<file path="src/rtl/ddr3_odt_seq.sv">
`default_nettype none
// ============================================================================
//  Module   : ddr3_odt_seq
//  Purpose  : Fabric-side ODT sequencer for the DDR3 ODT pin. Turns write
//             command events into a 4-bit-per-fabric-cycle ODT pattern for a
//             4:1 output IOD, with CWL-derived turn-on timing and merging of
//             overlapping windows. Also sequences the IOD dynamic output
//             delay line (LOAD / MOVE / DIRECTION) from a request/ack
//             handshake.
//  Revision : 1.0 - initial release
// ----------------------------------------------------------------------------
//  Optional feature macro: DDR3_ODT_STATS_EN
//      defined   -> WR_CMD_COUNT / MERGE_COUNT are saturating 16-bit counters
//      undefined -> both ports tied to zero, no counter logic
// ----------------------------------------------------------------------------
//  Ports
//      FAB_CLK                    in   fabric clock (1/4 DRAM clock)
//      TX_SYNC_RST                in   synchronous active-high reset
//      ODT_ENABLE                 in   accept write commands
//      WR_CMD_VALID               in   write command this cycle
//      WR_CMD_SLOT[1:0]           in   DRAM-clock slot of the command
//      ODT_FORCE                  in   drive ODT high on all slots
//      TX_DATA_0[3:0]             out  ODT pattern, bit0 = earliest clock
//      OE_DATA_0[3:0]             out  output enable per slot
//      ODT_ACTIVE                 out  window bits pending or being output
//      DL_REQ/DL_LOAD/DL_DIR      in   delay-line request and its options
//      DL_STEPS[5:0]              in   number of MOVE pulses
//      DL_BUSY/DL_ACK/DL_ERR      out  delay-line handshake status
//      DELAY_LINE_LOAD_0          out  to IOD
//      DELAY_LINE_MOVE_0          out  to IOD
//      DELAY_LINE_DIRECTION_0     out  to IOD
//      DELAY_LINE_OUT_OF_RANGE_0  in   from IOD
//      WR_CMD_COUNT[15:0]         out  accepted command count
//      MERGE_COUNT[15:0]          out  commands accepted while ODT active
// ============================================================================
module ddr3_odt_seq #(
    parameter int CWL       = 6,
    parameter int ODT_BURST = 6,
    parameter int DL_SETTLE = 4
) (
    input  logic        FAB_CLK,
    input  logic        TX_SYNC_RST,
    input  logic        ODT_ENABLE,
    input  logic        WR_CMD_VALID,
    input  logic [1:0]  WR_CMD_SLOT,
    input  logic        ODT_FORCE,
    output logic [3:0]  TX_DATA_0,
    output logic [3:0]  OE_DATA_0,
    output logic        ODT_ACTIVE,
    input  logic        DL_REQ,
    input  logic        DL_LOAD,
    input  logic        DL_DIR,
    input  logic [5:0]  DL_STEPS,
    output logic        DL_BUSY,
    output logic        DL_ACK,
    output logic        DL_ERR,
    output logic        DELAY_LINE_LOAD_0,
    output logic        DELAY_LINE_MOVE_0,
    output logic        DELAY_LINE_DIRECTION_0,
    input  logic        DELAY_LINE_OUT_OF_RANGE_0,
    output logic [15:0] WR_CMD_COUNT,
    output logic [15:0] MERGE_COUNT
);

    // Window length rounded up to whole fabric cycles, with one spare cycle
    // so the farthest burst bit always fits.
    localparam int c_SR_W = ((CWL + ODT_BURST + 4 + 3) / 4) * 4;
    localparam logic [c_SR_W-1:0] c_BURST_ONES =
        {{(c_SR_W - ODT_BURST){1'b0}}, {ODT_BURST{1'b1}}};
    localparam logic [4:0] c_SHIFT_BASE = 5'(CWL - 2);
    localparam logic [3:0] c_GAP_LAST   = 4'(DL_SETTLE - 1);

    // ------------------------------------------------------------------
    // ODT window
    // ------------------------------------------------------------------
    // r_w bit k is DRAM clock k counted from slot 0 of the fabric cycle
    // after the current one. A command's mask is merged before the low
    // nibble is peeled off, so the mask's bit 0 lands in TX_DATA_0 of the
    // very next cycle.
    logic [c_SR_W-1:0] r_w;
    logic [c_SR_W-1:0] w_mask;
    logic [c_SR_W-1:0] w_wfull;
    logic [3:0]        r_tx;
    logic [3:0]        r_oe;
    logic [4:0]        w_shift;
    logic              w_accept;
    logic              w_odt_active;

    always_comb begin
        w_accept = WR_CMD_VALID && ODT_ENABLE;
        w_shift  = {3'b000, WR_CMD_SLOT} + c_SHIFT_BASE;
        w_mask   = w_accept ? (c_BURST_ONES << w_shift) : '0;
        w_wfull  = r_w | w_mask;
    end

    always_ff @(posedge FAB_CLK) begin
        if (TX_SYNC_RST) begin
            r_w  <= '0;
            r_tx <= 4'b0000;
            r_oe <= 4'b0000;
        end else begin
            r_w  <= w_wfull >> 4;
            r_tx <= w_wfull[3:0] | {4{ODT_FORCE}};
            r_oe <= 4'b1111;
        end
    end

    assign w_odt_active = (|r_w) | (|r_tx);
    assign TX_DATA_0    = r_tx;
    assign OE_DATA_0    = r_oe;
    assign ODT_ACTIVE   = w_odt_active;

    // ------------------------------------------------------------------
    // Delay-line sequencer
    // ------------------------------------------------------------------
    typedef enum logic [2:0] {
        S_IDLE = 3'd0,
        S_LOAD = 3'd1,
        S_STEP = 3'd2,
        S_GAP  = 3'd3,
        S_DONE = 3'd4
    } dl_state_t;

    dl_state_t   r_state;
    dl_state_t   w_next;
    logic [5:0]  r_steps;
    logic [3:0]  r_gap;
    logic        r_dir;
    logic        r_err;
    logic        w_gap_last;

    always_comb begin
        w_next     = r_state;
        w_gap_last = (r_gap == 4'd0);
        case (r_state)
            S_IDLE: begin
                if (DL_REQ) begin
                    if (DL_LOAD)
                        w_next = S_LOAD;
                    else if (DL_STEPS == 6'd0)
                        w_next = S_DONE;
                    else
                        w_next = S_STEP;
                end
            end
            S_LOAD:  w_next = (r_steps == 6'd0) ? S_DONE : S_STEP;
            S_STEP:  w_next = S_GAP;
            S_GAP: begin
                if (w_gap_last) begin
                    // Out-of-range takes priority over remaining steps.
                    if (DELAY_LINE_OUT_OF_RANGE_0)
                        w_next = S_DONE;
                    else if (r_steps != 6'd0)
                        w_next = S_STEP;
                    else
                        w_next = S_DONE;
                end
            end
            S_DONE:  w_next = S_IDLE;
            default: w_next = S_IDLE;
        endcase
    end

    always_ff @(posedge FAB_CLK) begin
        if (TX_SYNC_RST) begin
            r_state <= S_IDLE;
            r_steps <= 6'd0;
            r_gap   <= 4'd0;
            r_dir   <= 1'b0;
            r_err   <= 1'b0;
        end else begin
            r_state <= w_next;
            case (r_state)
                S_IDLE: begin
                    if (DL_REQ) begin
                        r_dir   <= DL_DIR;
                        r_steps <= DL_STEPS;
                        r_err   <= 1'b0;
                    end
                end
                S_STEP: begin
                    r_steps <= r_steps - 6'd1;
                    r_gap   <= c_GAP_LAST;
                end
                S_GAP: begin
                    if (!w_gap_last)
                        r_gap <= r_gap - 4'd1;
                    else if (DELAY_LINE_OUT_OF_RANGE_0)
                        r_err <= 1'b1;
                end
                default: ;
            endcase
        end
    end

    assign DL_BUSY                = (r_state != S_IDLE);
    assign DL_ACK                 = (r_state == S_DONE);
    assign DL_ERR                 = (r_state == S_DONE) && r_err;
    assign DELAY_LINE_LOAD_0      = (r_state == S_LOAD);
    assign DELAY_LINE_MOVE_0      = (r_state == S_STEP);
    // Direction is only meaningful while a sequence is running.
    assign DELAY_LINE_DIRECTION_0 = (r_state != S_IDLE) && r_dir;

    // ------------------------------------------------------------------
    // Statistics
    // ------------------------------------------------------------------
`ifdef DDR3_ODT_STATS_EN
    logic [15:0] r_wr_cnt;
    logic [15:0] r_merge_cnt;

    always_ff @(posedge FAB_CLK) begin
        if (TX_SYNC_RST) begin
            r_wr_cnt    <= 16'd0;
            r_merge_cnt <= 16'd0;
        end else if (w_accept) begin
            if (r_wr_cnt != 16'hFFFF)
                r_wr_cnt <= r_wr_cnt + 16'd1;
            if (w_odt_active && (r_merge_cnt != 16'hFFFF))
                r_merge_cnt <= r_merge_cnt + 16'd1;
        end
    end

    assign WR_CMD_COUNT = r_wr_cnt;
    assign MERGE_COUNT  = r_merge_cnt;
`else
    assign WR_CMD_COUNT = 16'd0;
    assign MERGE_COUNT  = 16'd0;
`endif

endmodule
`default_nettype wire

</file>
<file path="config.mk">
export PLATFORM = sky130hd
export DESIGN_NAME = ddr3_odt_seq
export DESIGN_NICKNAME = d
export VERILOG_FILES = /design/src/rtl/ddr3_odt_seq.sv
export SDC_FILE = /design/constraint.sdc
export NUM_CORES = 1
export LEC_CHECK = 0
export BUFFER_PORTS_ARGS = -buffer_cell sky130_fd_sc_hd__buf_2
export CAP_MARGIN = 40
export CORE_UTILIZATION = 30
export DETAILED_ROUTE_END_ITERATION = 16
export GPL_TIMING_DRIVEN = 0
export SYNTH_ARGS = -nofsm -noshare
export SYNTH_HDL_FRONTEND = slang
export SYNTH_SLANG_ARGS = --single-unit
</file>
<file path="constraint.sdc">
create_clock -name FAB_CLK -period 1.79 [get_ports FAB_CLK]
set_input_delay 0.358 -clock FAB_CLK [delete_from_list [all_inputs] [get_ports FAB_CLK]]
set_output_delay 0.358 -clock FAB_CLK [all_outputs]
set_load 0.01 [all_outputs]
</file>
# --- Word level (Yosys, flattened, before mapping) ---
# Cells that the tools add are included.
# Widths: inputs -> output; s select.
totals:
  reg_bits: 39
  wordCells: 61
op_classes:
  add_sub_neg: 3
  eq_ne: 8
  shift: 1
  n_mux: 18
  bitwise_logic: 3
  n_reduce_logical: 19
op_table:
  columns: ["op", "count"]
  rows:
  - ["$mux 3", 7]
  - ["$mux 16", 1]
  - ["$or 16x16->16", 1]
  - ["$reduce_or 16->1", 1]
  - ["$shl 6x4->16 const A", 1]
  - ["$logic_not 6->1", 2]
  - ["$pmux 3 s4", 1]
  - ["$pmux 6 s2", 1]
  - ["$mux 4", 2]
  - ["$ne 2x2->1 const B", 4]
  - ["$pmux 4 s2", 1]
  - ["$reduce_and 2->1", 4]
  - ["$eq 3x2->1 const B", 2]
  - ["$mux 6", 1]
  - ["$reduce_bool 2->1", 3]
  - ["$reduce_bool 6->1", 1]
  - ["$sub 6x1->6 const B", 1]
  - ["$add 2x3->4 const B", 1]
  - ["$logic_not 4->1", 1]
  - ["$or 4x4->4", 1]
  - ["$reduce_and 4->1", 1]
  - ["$reduce_or 4->1", 1]
  - ["$sub 4x1->4 const B", 1]
  - ["$eq 3x1->1 const B", 1]
  - ["other kinds (7)", 11]

# --- Depth between registers and ports, before layout ---
depth:
  depth_word: 5
  mapped_depth: 6

# --- Least setup slack after synthesis ---
# Ideal clock, no wire load.
synth_timing:
  path_type: "register -> output"
  start: "reg r_state[1]"
  end: "out DL_ERR"
  arrival_ns: 1.235
  slack_ns: 0.197
  path_stages_with_launch: 5
  path_cell_list: "dfxtp_1 -> buf_4 -> buf_4 -> nor3b_1 -> and2_1"
synth_between:
  elab_chain_cells: 2
synth_lines:
  columns: ["item", "line", "rtl"]
  rows:
  - ["start: declaration", "124", "dl_state_t r_state;"]
  - ["start signal: assignment", "172", "r_state <= w_next;"]
  - ["$eq 3x3->1", null, null]
  - ["net DL_ACK", "55", "output logic DL_ACK,"]
  - ["$logic_and 1x1->1", "198", "assign DL_ERR = (r_state == S_DONE) && r_err;"]
  - ["end: declaration", "56", "output logic DL_ERR,"]
# The timed path passes the listed nets, and every way through them passes these cells.

# --- Worst setup path after layout ---
layout_timing:
  start: "reg r_state[1]"
  end: "out DELAY_LINE_DIRECTION_0"
layout_between:
  elab_chain_cells: 2
layout_lines:
  columns: ["item", "line", "rtl"]
  rows:
  - ["$reduce_bool 3->1", "202", "assign DELAY_LINE_DIRECTION_0 = (r_state != S_IDLE) && r_dir;"]
  - ["$logic_and 1x1->1", "202", null]
  - ["end: declaration", "59", "output logic DELAY_LINE_DIRECTION_0,"]
# Every way passes these cells.

==> metrics.cfg <==
[route]
drt-initial-drc-count=64
dr.pass1.iters=4
postRouteAntennaNets=0
via_per_inst=4.244
routed_wirelength_mm=3.601
drt_drc_violations_left=0
wl_per_cell_um=10.59
vias=1443

[timing]
maxClockFrequency_ghz=0.5716
drv_slew=0
finalHoldViolCount=0
setup-violations-final=0
grt_setup_unrepaired=no
final.min_clock_period_ps=1749
relSlewSlack_pct=62.95
fin_skew_ps=4.342
period_share_pct=97.74
worst_slew_pin_slew_ps=555.8
tns_ps=0

[global_routing]
grtUsageMet2_pct=21.34
grt_max_degree=11
grt_use_met1_pct=16.51
overflow=0
grt.busiest_layer=met2
grt_pass1_wl_mm=6.237
grt_pass1_vias=1299
antenna_found_initial=0
grt_use_met3_pct=3.929
grt_usage_pct=13.32

[setup_path]
critical_path.endpoint=DELAY_LINE_DIRECTION_0
cp_slowest_cell=or3_4
cp_cell_sequence=buf_6, or3_4, and2_4, buf_6
worstSetupPathType=reg2out
crit_path_frequent_cell=buf_6
critPathBufInv=2
crit_cells=4
worstPathArrival_ps=1390
startpoint_type=flop
startpoint=r_state[1]
cp_top_family=simple AND/OR/NAND/NOR gates
required_ps=1430
crit_path_max_incr_delay_ps=390
reg2reg_to=r_gap[1]
ff2ff_setup_slack_ps=260
r2r-start=r_gap[0]
path_max_fanout=7
cp-end-kind=primary output
rr_worst_depth=6

[placed_design]
place.gp.congestion=0.7585
portBuffers=30
hpwlAfterDp_mm=2.703

[logic_synthesis]
synthArstFlopShare_pct=0
synth-seq-cells=29
dominantRegCellSynth=dfxtp_1
ys_seq_area_share_pct=34.32
avgSynthCellArea_sq_um=8.720
netlist_area_sq_um=1692
synthDistinctLibCells=47
yosysWarnings=0
synthCells=194
synth_edf_count=0

[cts]
ctsHoldBuffers=0
clockBufferDepth=2
clkTransAtPathRegs_ps=60
cts_tree=yes
clock_latency_ps=280
clock-sinks=29
cts_root_buffer=clkbuf_8
htreeDepth=2
numCtsBuffers=5

[die]
fp.dieW_um=77.09
start_util_pct=32.10
die_h_um=77.09
io_pins=64
placementRows=26
core-area_sq_um=5270
die_area_sq_um=5943

[finish]
layout-drive-gt1-share_pct=38.15
nets=289
syn_to_final_growth_pct=33.36
multi_input_area_sq_um=887.1
regArea_sq_um=585.6
diodes=0
fill_cells=542
fin_util_pct=42.81

[status]
outcome=completed

[pwr]
cellPowerDensity_nw_per_um2=914.3
leakagePower_nw=1.104
ir_drop_uv=323.6

[flow_run]
drv_cap=0

[worst_hold_path]
hp-class=in2reg

[layout make-up]
cell class	instances	share of cell area, %
repair buffers	37	9.262
clock inverters	1	1.331
multi-input cells	144	39.32
flip-flops and latches	29	25.96
clock buffers	7	3.827
plain buffers	43	14.92
well taps	70	3.882
inverters	9	1.498
[metal layers]
layer	share of wire [%]	vias to the layer above
met1	42	623
met2	48	65
met5	0	-
met3	8.1	6
met4	1.4	0
li1	-	749
[stage by stage]
step | instance area, sq um | worst slack (ps) | cells | hold WS [ps] | power, mW
6_report | 2256 | 40.53 | 340 | 281.1 | 2.062
5_1_grt | 2256 | 1.888 | 340 | 297.3 | 2.191
4_1_cts | 2218 | 3.969 | 337 | 271.1 | 2.067
3_5_place_dp | 2046 | 126.8 | 325 | 453.0 | 1.329
3_3_place_gp | 2046 | 120.3 | 325 | 441.0 | 1.322
2_1_floorplan | 1808 | 196.6 | 225 | 427.3 | 1.203
[repair_timing]
action	CTS	global route
endpoints found under the setup margin	3	2
cloned	0	0
buffers inserted	4	3
pin swaps	1	2
resized for setup	8	3
[cells in the final DEF, fill, tap and decap left out, drive strengths merged, types with 3 or more instances in the layout]
master	count
a21oi	7
nor3	14
a211oi	5
ha	3
o21ai	5
and2	5
buf	79
nand2	5
conb	32
nand3	5
nor2	27
inv	9
clkbuf	8
a21o	3
nand4	6
dfxtp	29
[synth_stat cells (all sizes together), types with 5 or more instances]
cell     n  area share (%)
nor2    27             7.2
o21ai    5             1.5
a21oi    7             2.1
nand4    6             2.2
a211oi   5             2.5
nand2    5             1.1
nand3    5             2.2
buf     42              19
and2     5             1.8
inv      9             2.0
dfxtp   29              34
nor3    14             4.1
[worst min path at each step]
stage,slack [ps],depth (start not counted),start,to
2_1_floorplan,430,2,r_err,r_err
3_3_place_gp,440,2,r_dir,r_dir
3_5_place_dp,450,2,r_dir,r_dir
4_1_cts,270,2,WR_CMD_SLOT[1],r_w[1]
5_1_grt,300,2,WR_CMD_SLOT[1],r_w[1]
6_report,280,2,WR_CMD_SLOT[1],r_w[1]
[logic make-up after synthesis]
group                    after synthesis  share of synthesized area, %
adder cells (fa/ha/maj)                3                         2.219
XOR/XNOR                               2                         1.036
flip-flops                            29                         34.32
other                                  1                        0.2217
AO/OA/AOI/OAI                         33                         14.13
AND/OR/NAND/NOR                       73                         26.04
buffers and inverters                 52                         21.15
multiplexers                           1                        0.8873
[where the power goes]
| group | leakage (nW) | switching, mW | internal, mW | total [mW] |
|---|---|---|---|---|
| registers | 0.240 | 0.0501 | 0.706 | 0.756 |
| logic | 0.805 | 0.307 | 0.298 | 0.606 |
| clock network | 0.0585 | 0.247 | 0.453 | 0.700 |
| total | 1.10 | 0.605 | 1.46 | 2.06 |
[registers in the layout, summed over array words and instances, names as in the netlist]
register / flops
OE_DATA_0: 1
TX_DATA_0: 4
r_dir: 1
r_err: 1
r_gap: 4
r_state: 3
r_steps: 6
r_w: 9
No activity file was read; power rests on OpenSTA's default activity.
